===== src/rtl/scratchpad_read_scheduler.sv =====
// Turns whole-matrix GEMM and store commands into per-row read requests for one
// scratchpad bank, with round-robin arbitration and single-GEMM-in-flight tracking.
module scratchpad_read_scheduler #(
  parameter int ADDR_W    = 32,
  parameter int ROW_BYTES = 8
) (
  input  logic              CLK,
  input  logic              nRST,
  input  logic              gemm_valid,
  output logic              gemm_ready,
  input  logic [1:0]        gemm_a_sel,
  input  logic [1:0]        gemm_b_sel,
  input  logic [1:0]        gemm_c_sel,
  input  logic              store_valid,
  output logic              store_ready,
  input  logic [1:0]        store_mat_sel,
  input  logic [ADDR_W-1:0] store_addr,
  input  logic              rFIFO_full,
  output logic              rFIFO_WEN,
  output logic [ADDR_W+5:0] rFIFO_wdata,
  input  logic              gemm_complete,
  output logic              gemm_busy,
  output logic              gemm_done,
  output logic              err_unexpected
);

  typedef enum logic [1:0] {IDLE, ISSUE_G, ISSUE_S} state_t;

  localparam logic PRIO_GEMM  = 1'b0;
  localparam logic PRIO_STORE = 1'b1;

  state_t            state_q;
  logic              prio_q;
  logic              pending_q;
  logic [1:0]        cnt_q;
  logic [1:0]        aSel_q, bSel_q, cSel_q;
  logic [1:0]        stSel_q;
  logic [ADDR_W-1:0] stAddr_q;
  logic [1:0]        row_q;
  logic [1:0]        op_q;
  logic              done_q;
  logic              err_q;

  logic              isIdle;
  logic              gemmElig;
  logic              gemmAcc;
  logic              storeAcc;
  logic              push;
  logic [1:0]        opType;
  logic [1:0]        opSel;

  assign isIdle      = (state_q == IDLE);
  assign gemmElig    = gemm_valid & ~pending_q;
  assign gemm_ready  = isIdle & ~pending_q & (~store_valid | (prio_q == PRIO_GEMM));
  assign store_ready = isIdle & (~gemmElig | (prio_q == PRIO_STORE));
  assign gemmAcc     = gemm_valid & gemm_ready;
  assign storeAcc    = store_valid & store_ready;
  assign push        = ~isIdle & ~rFIFO_full;

  assign rFIFO_WEN      = push;
  assign gemm_busy      = pending_q;
  assign gemm_done      = done_q;
  assign err_unexpected = err_q;

  // op_q walks A, B, C within a row; type code is op index plus one
  always_comb begin
    opType = 2'b11;
    opSel  = cSel_q;
    case (op_q)
      2'd0: begin
        opType = 2'b01;
        opSel  = aSel_q;
      end
      2'd1: begin
        opType = 2'b10;
        opSel  = bSel_q;
      end
      default: begin
        opType = 2'b11;
        opSel  = cSel_q;
      end
    endcase
  end

  always_comb begin
    rFIFO_wdata = '0;
    if (push) begin
      if (state_q == ISSUE_G) begin
        rFIFO_wdata = {{ADDR_W{1'b0}}, opType, opSel, row_q};
      end else begin
        rFIFO_wdata = {stAddr_q, 2'b00, stSel_q, row_q};
      end
    end
  end

  // Completion counting runs in every state; an accept later in the block
  // overrides it, which only matters when a stray pulse lands on an accept.
  always_ff @(posedge CLK or negedge nRST) begin
    if (!nRST) begin
      state_q   <= IDLE;
      prio_q    <= PRIO_GEMM;
      pending_q <= 1'b0;
      cnt_q     <= 2'd0;
      aSel_q    <= 2'd0;
      bSel_q    <= 2'd0;
      cSel_q    <= 2'd0;
      stSel_q   <= 2'd0;
      stAddr_q  <= '0;
      row_q     <= 2'd0;
      op_q      <= 2'd0;
      done_q    <= 1'b0;
      err_q     <= 1'b0;
    end else begin
      done_q <= 1'b0;
      if (gemm_complete) begin
        if (pending_q) begin
          if (cnt_q == 2'd3) begin
            pending_q <= 1'b0;
            cnt_q     <= 2'd0;
            done_q    <= 1'b1;
          end else begin
            cnt_q <= cnt_q + 2'd1;
          end
        end else begin
          err_q <= 1'b1;
        end
      end

      case (state_q)
        IDLE: begin
          if (gemmAcc) begin
            state_q   <= ISSUE_G;
            aSel_q    <= gemm_a_sel;
            bSel_q    <= gemm_b_sel;
            cSel_q    <= gemm_c_sel;
            pending_q <= 1'b1;
            cnt_q     <= 2'd0;
            prio_q    <= PRIO_STORE;
            row_q     <= 2'd0;
            op_q      <= 2'd0;
          end else if (storeAcc) begin
            state_q  <= ISSUE_S;
            stSel_q  <= store_mat_sel;
            stAddr_q <= store_addr;
            prio_q   <= PRIO_GEMM;
            row_q    <= 2'd0;
          end
        end
        ISSUE_G: begin
          if (push) begin
            if (op_q == 2'd2) begin
              op_q  <= 2'd0;
              row_q <= row_q + 2'd1;
              if (row_q == 2'd3) begin
                state_q <= IDLE;
              end
            end else begin
              op_q <= op_q + 2'd1;
            end
          end
        end
        ISSUE_S: begin
          // Running address; wraps naturally at 2^ADDR_W
          if (push) begin
            row_q    <= row_q + 2'd1;
            stAddr_q <= stAddr_q + ADDR_W'(ROW_BYTES);
            if (row_q == 2'd3) begin
              state_q <= IDLE;
            end
          end
        end
        default: state_q <= IDLE;
      endcase
    end
  end

endmodule


===== config.mk =====
export PLATFORM = sky130hd
export DESIGN_NAME = scratchpad_read_scheduler
export DESIGN_NICKNAME = d
export VERILOG_FILES = /design/src/rtl/scratchpad_read_scheduler.sv
export SDC_FILE = /design/constraint.sdc
export NUM_CORES = 1
export LEC_CHECK = 0
export BUFFER_PORTS_ARGS = -buffer_cell sky130_fd_sc_hd__buf_2
export CAP_MARGIN = 20
export CORE_AREA = 4 4 141 89
export DETAILED_ROUTE_END_ITERATION = 10
export DIE_AREA = 0 0 145 93
export PLACE_DENSITY = 0.57
export SLEW_MARGIN = 20
export SYNTH_ARGS = -nofsm -noshare
export SYNTH_HDL_FRONTEND = slang
export SYNTH_SLANG_ARGS = --single-unit

===== constraint.sdc =====
create_clock -name CLK -period 2.2 [get_ports CLK]
set_input_delay 0.44 -clock CLK [delete_from_list [all_inputs] [get_ports CLK]]
set_output_delay 0.44 -clock CLK [all_outputs]
set_load 0.01 [all_outputs]

==> out/results.txt, run 1 <==
The run finished with clean final reports. The tools report the final cell utilization of the core as 0.401. The relative slew slack is 0.669. Along the worst path, the maximum fanout reaches 8. The worst setup path is launched from a flip-flop. The cell with the largest stage delay on the worst path was dfrtp_1. Max-cap violations in this run came to 0. In the synthesized netlist the dominant register cell turns out to be dfrtp_1. The clock net in this run drives a total of 52 sinks.

In this run the count of I/O pins placed on the die edge is 90. The initial core utilization was 0.297; the number of standard cells after synthesis was 407. The fraction of layout cells with a size suffix above 1 is 0.335, and the count of port buffers added during placement is 89.

The cell type with the highest occurrence count on the critical path was buf_6. The worst clock skew is 0.00841 ns. Across all register-to-register paths, the minimum setup slack is 0.13 ns. Residual antenna-violating net count after detailed routing: 0. The run gives 0.30 ns as the clock insertion delay at the later pin of the skew report. After detailed routing, the average wire length per cell comes to 17.5 um. The number of clock buffers added by TritonCTS is 5. After clock tree synthesis, the flow added hold-fix buffers numbering 0. The residual overflow from global routing was 0.

Hold violation total from the final report: 0. The delay of the slowest critical-path stage is 0.37 ns. Counting every net in the synthesized netlist gives 460. The die outline width is 145 um. The setup path with the least slack is of type reg -> out. The maximum number of pins on one net before global-route repair was 53. The class of the tightest hold or removal check is in -> async.

Averaged over all synthesized cells, the footprint is 8.13 um2. In this run, synthesis produced a sequential element count of 52. Setup repair after global routing could not meet its margin everywhere.

The endpoint identified for the worst register-to-register timing path is stAddr_q[24]. The sequential area share after synthesis is 0.393, and the last weighted congestion value of the routability-driven placer is 0.915. For the net count reported at finish, the log shows 560. Counting along the longest clock path gives a buffer depth of 2.

The startpoint identified for the worst register-to-register timing path is state_q[0]. Measured along the y axis, the die boundary spans 93 um. Total power for the finished layout comes to 6400 uW. The first-pass GRT wire length is 18200 um. The tools report the sort of element at the end of the critical path as an output port. The proportion of register bits with asynchronous set or reset after synthesis was 1.00; the minimum setup slack in the final design was 0.00386 ns. For the worst setup path, the data arrival time is 1.76 ns. Summed over all cells, the static leakage comes to 0.00206 uW. The worst reg-to-reg path cell count came out at 9. The clock transition at the registers of the reported paths came out at 0.07 ns. The synthesis warning total is 0.

Clock tree synthesis selected as its root buffer the cell clkbuf_16. Number of enable-type register cells in the synthesized netlist: 0. The final worst-path cycle share is 0.998, and the worst path required time is 1.76 ns. The total count of max-transition violations in the final report was 0. For the all-layer global routing usage, the log shows 0.169. The DRC violation total after the first TritonRoute iteration was 320; the layout overhead on the synthesized area was 35.2%. Timing would allow up to 0.455 GHz. Summed over all instances, the cell type with the most area after synthesis is dfrtp_1.

The count of final setup violators is 0, and the number of standard-cell rows in the floorplan is 30. The HPWL after detailed placement is 8580 um. The logs give 11100 um2 for the core area and 55 for the number of distinct standard cells referenced by the synthesized netlist. TritonCTS built the clock tree. In the routed design, unresolved DRC markers number 0.

The share of Yosys cell area claimed by the top area cell type was 0.393. OpenSTA, run right after detailed placement, puts the worst setup slack at 0.122 ns. After detailed routing, the number of vias per cell comes to 5.29.

The final period demand of the worst path works out to 2.20 ns. The H-tree was split into 2 levels. The maximum vdd ir drop was 0.461 mV. The run gives 0 as the number of antenna violations at the first check in global routing.

Power spread over the standard cell area amounts to 1430 nW/um2. The run gives 3310 um2 as the area of the mapped netlist. Walking the worst path, the cells encountered are inv_2, ha_4, or2_4, nor2_4, buf_6, and2_4, buf_6.

The logs give 13500 um2 for the area of the die and 5 for the detailed-router iteration count before antenna repair. By area the synthesized netlist is led by dfrtp_1 (39%), nand2_1 (7.7%), a21oi_1 (5.9%). Detailed routing inserted a total of 3451 vias. The total routed wirelength is 11400 um. The tools report the number of global-route vias before repair as 3249. The run gives 0.123 ns as the final worst hold slack.

0 antenna diodes ended up in the layout. At the pin with the least slew margin, the transition time is 0.495 ns.
-- logic make-up (layout without fill, tap and decap cells) --
logic type,count (synthesis),in the layout,synth area share
AND/OR/NAND/NOR,190,190,0.293
AO/OA/AOI/OAI,97,97,0.181
flip-flops,52,52,0.393
buffers and inverters,44,145,0.0541
multiplexers,15,15,0.0465
adder cells (fa/ha/maj),7,7,0.0265
XOR/XNOR,2,2,0.00529
-- state kept, by name, summed over array words and instances (netlist names) --
register        count
state_q             2
gemm_busy           1
err_unexpected      1
stSel_q             2
gemm_done           1
stAddr_q           32
cSel_q              2
bSel_q              2
prio_q              1
op_q                2
aSel_q              2
row_q               2
cnt_q               2
-- critical path: cells and delay by family (launching register included) --
family | cells | cell delay (ns)
and+or+nand+nor | 3 | 0.61
DFF | 1 | 0.37
buffers and inverters | 3 | 0.33
adders and majority gates | 1 | 0.15
-- synth_stat cells (3+ instances only) --
master,instances
nor2_1,19
nor3_1,14
dfrtp_1,52
nor2b_1,3
clkbuf_1,20
o31ai_1,3
and3_1,9
a31oi_1,4
nand4_1,7
o22ai_1,10
o21ai_0,15
and2_1,29
ha_1,7
a21o_1,3
mux2i_1,12
inv_1,15
and4_1,3
mux2_2,3
nand2_1,68
nor4_1,4
o32ai_1,4
a21oi_1,39
nand3_1,19
buf_2,5
-- layout make-up --
type / instances / area (um2)
clock buffers: 6 / 129
flip-flops and latches: 52 / 1300
repair buffers: 121 / 852
inverters: 16 / 63.8
multi-input cells: 311 / 1910
clock inverters: 2 / 35.0
fillers: 1155 / 6670
well taps: 144 / 180
-- cells in the final DEF, fill, tap and decap left out, types with 3 or more instances in the layout --
master / count
and2_1: 10
dfrtp_1: 52
a21o_1: 3
and3_1: 9
a31oi_1: 4
nor2b_1: 3
clkbuf_16: 5
nor2_1: 18
nor3_1: 12
buf_6: 23
buf_4: 25
o32ai_1: 4
o21ai_0: 15
inv_2: 3
mux2_2: 3
mux2i_1: 12
and4_1: 3
nor4_1: 4
nand2_1: 68
a21oi_1: 39
and2_4: 19
nand3_1: 19
ha_1: 4
nor3_2: 3
o22ai_1: 10
inv_1: 12
nand4_1: 7
buf_2: 70
o31ai_1: 3
-- worst max-delay path by stage --
stage                    start              end  slack (ns)  depth (start not counted)
floorplan           state_q[0]  rFIFO_wdata[10]        0.02                          7
global placement    state_q[0]  rFIFO_wdata[12]        0.20                          7
detailed placement  state_q[0]  rFIFO_wdata[10]        0.12                          7
CTS                 state_q[1]  rFIFO_wdata[10]       -0.04                          7
global route        state_q[1]  rFIFO_wdata[35]       -0.09                          7
finish              state_q[1]  rFIFO_wdata[10]       0.004                          7
-- what timing repair did --
action | in CTS | in global routing
cloned | 2 | 0
resized for setup | 51 | 5
endpoints found under the setup margin | 34 | 35
buffers inserted | 5 | 0
pin swaps | 11 | 2
-- metrics by stage --
step                setup TNS, ns  cells  instance area, um2
finish                          0    652                4480
global route                -1.75    652                4480
CTS                        -0.634    652                4460
detailed placement              0    637                4030
global placement                0    637                4030
floorplan                       0    407                3310
-- metal layers --
| metal | vias up | wire (um) | track usage |
|---|---|---|---|
| li1 | 1642 | - | - |
| met1 | 1642 | 5860 | 0.264 |
| met2 | 154 | 4440 | 0.229 |
| met3 | 13 | 948 | 0.0397 |
| met4 | 0 | 159 | 0.0427 |
| met5 | - | 0 | 0 |
-- power by group --
part	switching, uW	internal [uW]
Combinational	1940	1640
Sequential	511	1400
Clock	377	537
Power figures use the tool's default switching activity.
==> run 2: changes to the inputs <==
Settings changed: ABC_AREA from default to 1, CORE_AREA 4 4 141 89 to 4 4 149 93, DIE_AREA 0 0 145 93 to 0 0 153 97, PLACE_DENSITY 0.57 to 0.56.
==> out/results.txt, run 2 <==
The die outline width is 153 um (+5.5%). The total power was 6370 uW (-0.42%); the post-route non-filler standard cell count was 837 (+28%). The number of antenna violations at the first check in global routing came out at 0 (unchanged).

The count of port buffers added during placement is 89 (unchanged). The average wire per cell in the routed design works out to 13.7 um (-21%). The count of cell instances traversed by the critical path is 7 (unchanged). The worst clock skew is 0.00679 ns (-0.00162 ns). Register bank with the most flops: stAddr_q. The transition time at the pin with the least slew margin is 0.746 ns (+0.251 ns), and the DRC violation total after the first TritonRoute iteration is 378 (+18%).

The number of violations of the max-capacitance limit is 0 (unchanged), and the number of enable-type register cells in the synthesized netlist is 0 (unchanged). The final worst hold slack was 0.146 ns (+0.0228 ns); the count of hold buffers inserted by post-cts repair was 0 (unchanged). The flip-flop and latch count after synthesis came out at 52 (unchanged). The tree is rooted in a clkbuf_16.

For the number of placed I/O pins, the log shows 90 (unchanged). The final period demand of the worst path works out to 2.13 ns (-0.0687 ns). The number of standard-cell rows in the floorplan is 32 (+6.7%). Post-synthesis net count: 629 (+37%). The proportion of register bits with asynchronous set or reset after synthesis is 1.00 (unchanged), and the highest clock frequency the design can meet is 0.470 GHz (+3.2%). The area of the die is 14800 um2 (+10%), and the flip-flop count of the largest register after layout is 32 (unchanged).

The setup TNS is 0 ns (unchanged). After synthesis, the cell types taking the most area are dfrtp_1 (35%), nand2_1 (22%), nor2_1 (8.8%). The most common cell in the synthesized netlist is nand2_1.

The slack of the worst reg-to-reg path came out at 0.14 ns (about the same). The number of standard cells after synthesis is 576 (+42%), and the number of global-route vias before repair is 3567 (+9.8%). Leaving out fill and tap cells, the most frequent cells in the layout are nand2_1 (216), buf_2 (89), nor2_1 (80). The residual overflow from global routing is 0 (unchanged), and the mean number of vias per cell is 4.62 (-13%). Top flip-flop cell by instance count after synthesis: dfrtp_1.

The CTS sink count is 52 (unchanged). The tools report the end of the worst register-to-register path as stAddr_q[25]. The switching share of total power was 0.507 (+0.0656). The switching power summed over all nets is 3230 uW (+14%). Cell with the largest stage delay on the worst path: dfrtp_1.

The core area came out at 12600 um2 (+13%). The sequential power share is 0.295 (-0.003), and the worst reg-to-reg path cell count is 8 (-1). The tools report the hold violation total from the final report as 0 (unchanged). The post-detailed-route DRC marker count was 0 (unchanged). The final worst-path cycle share is 0.967 (-0.0312). In this run the worst setup path terminates at rFIFO_wdata[21]. The number of H-tree levels was 2 (unchanged); the last weighted congestion value of the routability-driven placer was 0.875 (-4.3%).

The maximum number of pins on one net before global-route repair was 48 (-9.4%). By count the netlist is led by nand2_1 (216), nor2_1 (86), nand3_1 (59). The library cell used most frequently in the layout, excluding fill and tap cells, is nand2_1. The tools report the maximum clock insertion buffer count as 2 (unchanged).

The data arrival time at the worst-slack endpoint came out at 1.69 ns (-0.07 ns). The biggest fanout along the worst timing path came out at 29 (+21). The tools report the cell count after placement as 828 (+30%). In this run the critical register-to-register path is launched from state_q[0].

The critical path starts at state_q[0]. The logs give 0.354 (-0.0397) for the sequential area share after synthesis and 0.29 ns (about the same) for the clock insertion delay at the later pin of the skew report. Relative slew slack: 0.502 (-0.167). The run gives 0 (unchanged) as the count of final setup violators. The synthesis warning total came out at 0 (unchanged). The fraction of layout cells with a size suffix above 1 works out to 0.220 (-0.114).

The tools report the total number of vias as 3866 (+12%). For the leakage power total, the log shows 0.00234 uW (+14%). Sequential standard cell area: 1300 um2 (unchanged). For the portion of total power attributed to combinational logic, the log shows 0.584 (+0.025).

The share of Yosys cell area claimed by the top area cell type came out at 0.354 (-0.0397). Average cell area after synthesis: 6.39 um2 (-21%). Setup repair after global routing could not meet its margin everywhere.

The total clock buffers created by CTS was 5 (unchanged); the initial core utilization was 0.293 (-0.00406). The layout overhead on the synthesized area was 22.2%. The detailed-router iteration count before antenna repair was 5 (unchanged); the maximum vdd ir drop was 0.533 mV (+15%). The run gives 2080 um2 (+8.7%) as the area of combinational cells with multiple inputs.

The biggest area contributor in the post-synthesis netlist is dfrtp_1. The run finished with clean final reports. The residual antenna-violating net count after detailed routing came out at 0 (unchanged). The delay of the slowest critical-path stage was 0.40 ns (+0.03 ns); the area of the mapped netlist was 3680 um2 (+11%). The number of distinct standard cells referenced by the synthesized netlist was 30 (-45%). TritonCTS built the clock tree.

Walking the worst path, the cells encountered are inv_1, ha_2, nor2_8, nand2_1, buf_12, nor2_1, buf_2. The filler cell count in the final layout was 1385 (+20%); the net count reported at finish was 720 (+29%). The cell-internal power was 3140 uW (-12%). The clock transition at the registers of the reported paths is 0.07 ns (about the same).

The die extent in y works out to 97 um (+4.3%). Grouping stages by cell kind, the critical path spends the most delay in flip-flops. The number of inserted diodes was 0 (unchanged); the post-DP HPWL was 8860 um (+3.3%). The worst setup path is captured at an output port. The worst path required time was 1.76 ns (about the same). For the total routed wirelength, the log shows 11500 um (+0.80%). For the first-pass GRT wire length, the log shows 18800 um (+3.3%). The clock network power share was 0.121 (-0.022). The total count of max-transition violations in the final report is 0 (unchanged), and the all-layer global routing usage is 0.154 (-0.0145). The worst setup path is launched from a flip-flop. The combined buffer and inverter count along the critical path came out at 3 (unchanged). Power density normalized to cell area: 1420 nW/um2 (-0.91%). The setup path with the least slack is of type reg -> out. The tightest min-delay check is of the in -> async type.
## run 2: area by class of cell
type                            count  area share
Multi-Input combinational cell    452       0.463
Sequential cell                    52       0.289
Timing Repair Buffer              101       0.125
Tap cell                          170      0.0473
Inverter                           55      0.0465
Clock buffer                        6      0.0287
Clock inverter                      1     0.00111
## run 2: routing by layer
| layer | part of all wire | track usage | wire [um] |
|---|---|---|---|
| met4 | 0.0072 | 0.0240 | 83 |
| met1 | 0.53 | 0.246 | 6080 |
| met2 | 0.39 | 0.214 | 4530 |
| met5 | 0 | 0 | 0 |
| met3 | 0.070 | 0.0326 | 804 |
## run 2: how the worst min path moves through the flow
stage,endpoint,slack [ns]
4_1_cts,stAddr_q[18],0.16
6_report,stAddr_q[20],0.15
2_1_floorplan,aSel_q[0],0.14
3_3_place_gp,err_unexpected,0.44
3_5_place_dp,err_unexpected,0.44
5_1_grt,stAddr_q[19],0.19
## run 2: repair_timing
action / in CTS / in global routing
setup endpoints to repair: 29 / 36
cloned: 0 / 0
setup buffers: 0 / 2
gates resized for setup: 4 / 7
pin swaps: 0 / 1
## run 2: cell families (layout without fill, tap and decap cells)
logic type | count (synthesis) | after routing | synth area share
and+or+nand+nor | 409 | 409 | 0.483
muxes | 1 | 1 | 0.00306
buffers and inverters | 72 | 163 | 0.0860
adders and majority gates | 7 | 7 | 0.0238
DFF | 52 | 52 | 0.354
AOI/OAI and AO/OA | 35 | 35 | 0.0506
## run 2: power groups by stage
stage	clock, uW	combinational (uW)	sequential [uW]
finish	770	3720	1880
global route	830	4220	1950
CTS	792	3680	1870
detailed placement	0	3640	1880
global placement	0	3570	1870
floorplan	0	2820	1750
## run 2: stage by stage
step / instance area, um2 / setup slack [ns] / utilization
finish: 4500 / 0.0726 / 0.358
floorplan: 3680 / 0.251 / -
detailed placement: 4320 / 0.0875 / 0.344
CTS: 4460 / 0.00265 / 0.355
global placement: 4320 / 0.155 / 0.344
global route: 4500 / -0.0343 / 0.358
## run 2: worst register-to-register path, cell delays in order, from the launching register on
cell     delay (ns)
dfrtp_1        0.42
inv_1          0.10
ha_2           0.25
nor2_8         0.06
o21ai_2        0.58
nor2_8         0.07
inv_2          0.33
nand2_1        0.11
nand2_1        0.08
==> run 3: changes to the inputs <==
Settings changed: CORE_AREA 4 4 149 93 to 4 4 117 75, DIE_AREA 0 0 153 97 to 0 0 121 79, PLACE_DENSITY 0.56 to 0.81.
==> out/results.txt, run 3 (synthesis results as in run 2) <==
The run finished with clean final reports. Sort of element at the end of the critical path: an output port. The number of placed I/O pins is 90 (unchanged). For the relative slew slack, the log shows 0.511 (+0.00911).

The tools report the count of final setup violators as 0 (unchanged). The CTS sink count is 52 (unchanged). The residual overflow from global routing was 0 (unchanged); the maximum number of pins on one net before global-route repair was 48 (unchanged). Clock insertion delay at the later pin of the skew report: 0.30 ns (about the same). The first-pass GRT wire length was 17900 um (-4.9%); the total count of max-transition violations in the final report was 0 (unchanged). The tools report the number of antenna violations at the first check in global routing as 0 (unchanged). Post-DP HPWL: 8180 um (-7.6%).

The library cell used most frequently in the layout, excluding fill and tap cells, is nand2_1. The die extent in y was 79 um (-19%); the final period demand of the worst path was 2.12 ns (-0.00702 ns). The initial core utilization came out at 0.480 (+0.188). The cell sitting at the root of the clock tree is a clkbuf_16. The logs give 1.68 ns (about the same) for the data arrival time at the worst-slack endpoint and 0 (unchanged) for the count of hold buffers inserted by post-cts repair. The count of port buffers added during placement is 89 (unchanged), and the total power is 6510 uW (+2.3%). The run gives 4230 um2 (-2.0%) as the placement-stage cell area. The maximum vdd ir drop was 0.547 mV (+2.6%); the DRC violation total after the first TritonRoute iteration was 345 (-8.7%).

stAddr_q holds more flip-flops than any other register. The logs give 0.00235 uW (+0.78%) for the leakage power total and 1.76 ns (about the same) for the worst path required time. The final worst-path cycle share is 0.964 (-0.00319).

Leaving out fill and tap cells, the most frequent cells in the layout are nand2_1 (216), buf_2 (89), nor2_1 (85). The tools report the hold violation total from the final report as 0 (unchanged). The number of inserted diodes came out at 0 (unchanged). TritonCTS built the clock tree. The number of H-tree levels is 2 (unchanged), and the power density normalized to cell area is 1460 nW/um2 (+3.2%). The element type at the critical path start is a flip-flop.

The biggest fanout along the worst timing path was 29 (unchanged); the highest clock frequency the design can meet was 0.472 GHz (+0.33%). The logs give 25 (-22%) for the number of standard-cell rows in the floorplan and 4460 um2 (-0.95%) for the total non-filler cell area in the finished layout. The maximum clock insertion buffer count is 2 (unchanged), and the average wire per cell in the routed design is 14.0 um (+1.7%). Residual antenna-violating net count after detailed routing: 0 (unchanged). The layout overhead on the synthesized area came out at 21.0%. The all-layer global routing usage is 0.234 (+0.0800), and the transition time at the pin with the least slew margin is 0.733 ns (-0.0137 ns). The tightest min-delay check is of the in -> async type. For the net count reported at finish, the log shows 723 (+0.42%). For the area of the die, the log shows 9560 um2 (-36%). The run gives 5 (unchanged) as the total clock buffers created by CTS. The clock transition at the registers of the reported paths was 0.07 ns (about the same).

The post-detailed-route DRC marker count is 0 (unchanged). The core area was 7660 um2 (-39%). The run gives 0.0109 ns (+0.00409 ns) as the worst clock skew.

The run gives 3691 (+3.5%) as the number of global-route vias before repair. The logs give 0.987 (+13%) for the last weighted congestion value of the routability-driven placer and 0 (unchanged) for the number of violations of the max-capacitance limit. The die outline width works out to 121 um (-21%). Total number of vias: 3951 (+2.2%). The classification of the worst setup path is reg -> out.

Flip-flop count of the largest register after layout: 32 (unchanged). The total routed wirelength is 10900 um (-5.3%). The tools report the filler cell count in the final layout as 750 (-46%).

The run gives 5 (unchanged) as the detailed-router iteration count before antenna repair. The mean number of vias per cell is 5.07 (+9.8%). The fraction of layout cells with a size suffix above 1 was 0.218 (-0.00280).
[run 3: cell types whose count changed in the layout (fill, tap and decap cells not counted)]
cell / previous run / this run
buf_12: 2 / 1
buf_4: 10 / 14
clkbuf_1: 1 / 2
clkbuf_8: 0 / 1
clkinv_2: 1 / 0
ha_1: 6 / 5
ha_2: 1 / 0
ha_4: 0 / 2
inv_2: 4 / 3
inv_4: 1 / 2
nor2_1: 80 / 85
nor2_2: 12 / 7
[run 3: final timing paths]
| kind | startpoint | end | slack (ns) | cells past startpoint |
|---|---|---|---|---|
| min | nRST | stAddr_q[6] | 0.13 | 1 |
| min in group CLK | gemm_c_sel[0] | cSel_q[0] | 0.34 | 3 |
| min reg2reg | err_unexpected | err_unexpected | 0.47 | 1 |
| max | state_q[0] | rFIFO_wdata[13] | 0.08 | 7 |
| max in group asynchronous | nRST | op_q[1] | 1.43 | 2 |
| max reg2reg | state_q[1] | stAddr_q[13] | 0.15 | 10 |
[run 3: final cells by class]
| cell class | instances | area [um2] | area share |
|---|---|---|---|
| inverter | 55 | 211 | 0.0475 |
| sequential | 52 | 1300 | 0.292 |
| tap | 108 | 135 | 0.0303 |
| multi-input combinational | 452 | 2090 | 0.469 |
| timing repair buffer | 104 | 571 | 0.128 |
| clock buffer | 8 | 146 | 0.0329 |
[run 3: repair_timing]
action / in CTS / in global routing
pin swaps: 0 / 1
setup endpoints to repair: 31 / 34
hold endpoints to repair: 0 / 0
gates resized for setup: 3 / 4
setup buffers: 0 / 6
[run 3: power breakdown]
part           internal [uW]  total, uW  switching, uW
Clock                    456        819            364
Combinational           1360       3800           2440
Sequential              1420       1900            481
[run 3: worst max-delay path, cell delays in order, from the launching register on]
cell	delay, ns
dfrtp_1	0.39
buf_4	0.15
ha_4	0.19
inv_4	0.10
nand2_1	0.09
buf_12	0.18
nor2_1	0.12
buf_2	0.15
[run 3: per-layer routing]
layer | part of all wire | global-route usage
met2 | 0.41 | 0.340
met3 | 0.090 | 0.0399
met4 | 0.0070 | 0.0577
met1 | 0.49 | 0.360
met5 | 0 | 0
[run 3: metrics by stage]
stage | instances | utilization | hold WS, ns | setup WS [ns] | setup TNS [ns]
final | 779 | 0.581 | 0.129 | 0.0796 | 0
after global routing | 779 | 0.581 | 0.179 | -0.000367 | -0.000367
after CTS | 773 | 0.572 | 0.146 | 0.00833 | 0
after detailed placement | 765 | 0.552 | 0.456 | 0.125 | 0
after global placement | 765 | 0.552 | 0.435 | 0.190 | 0
after floorplan | 576 | - | 0.144 | 0.251 | 0
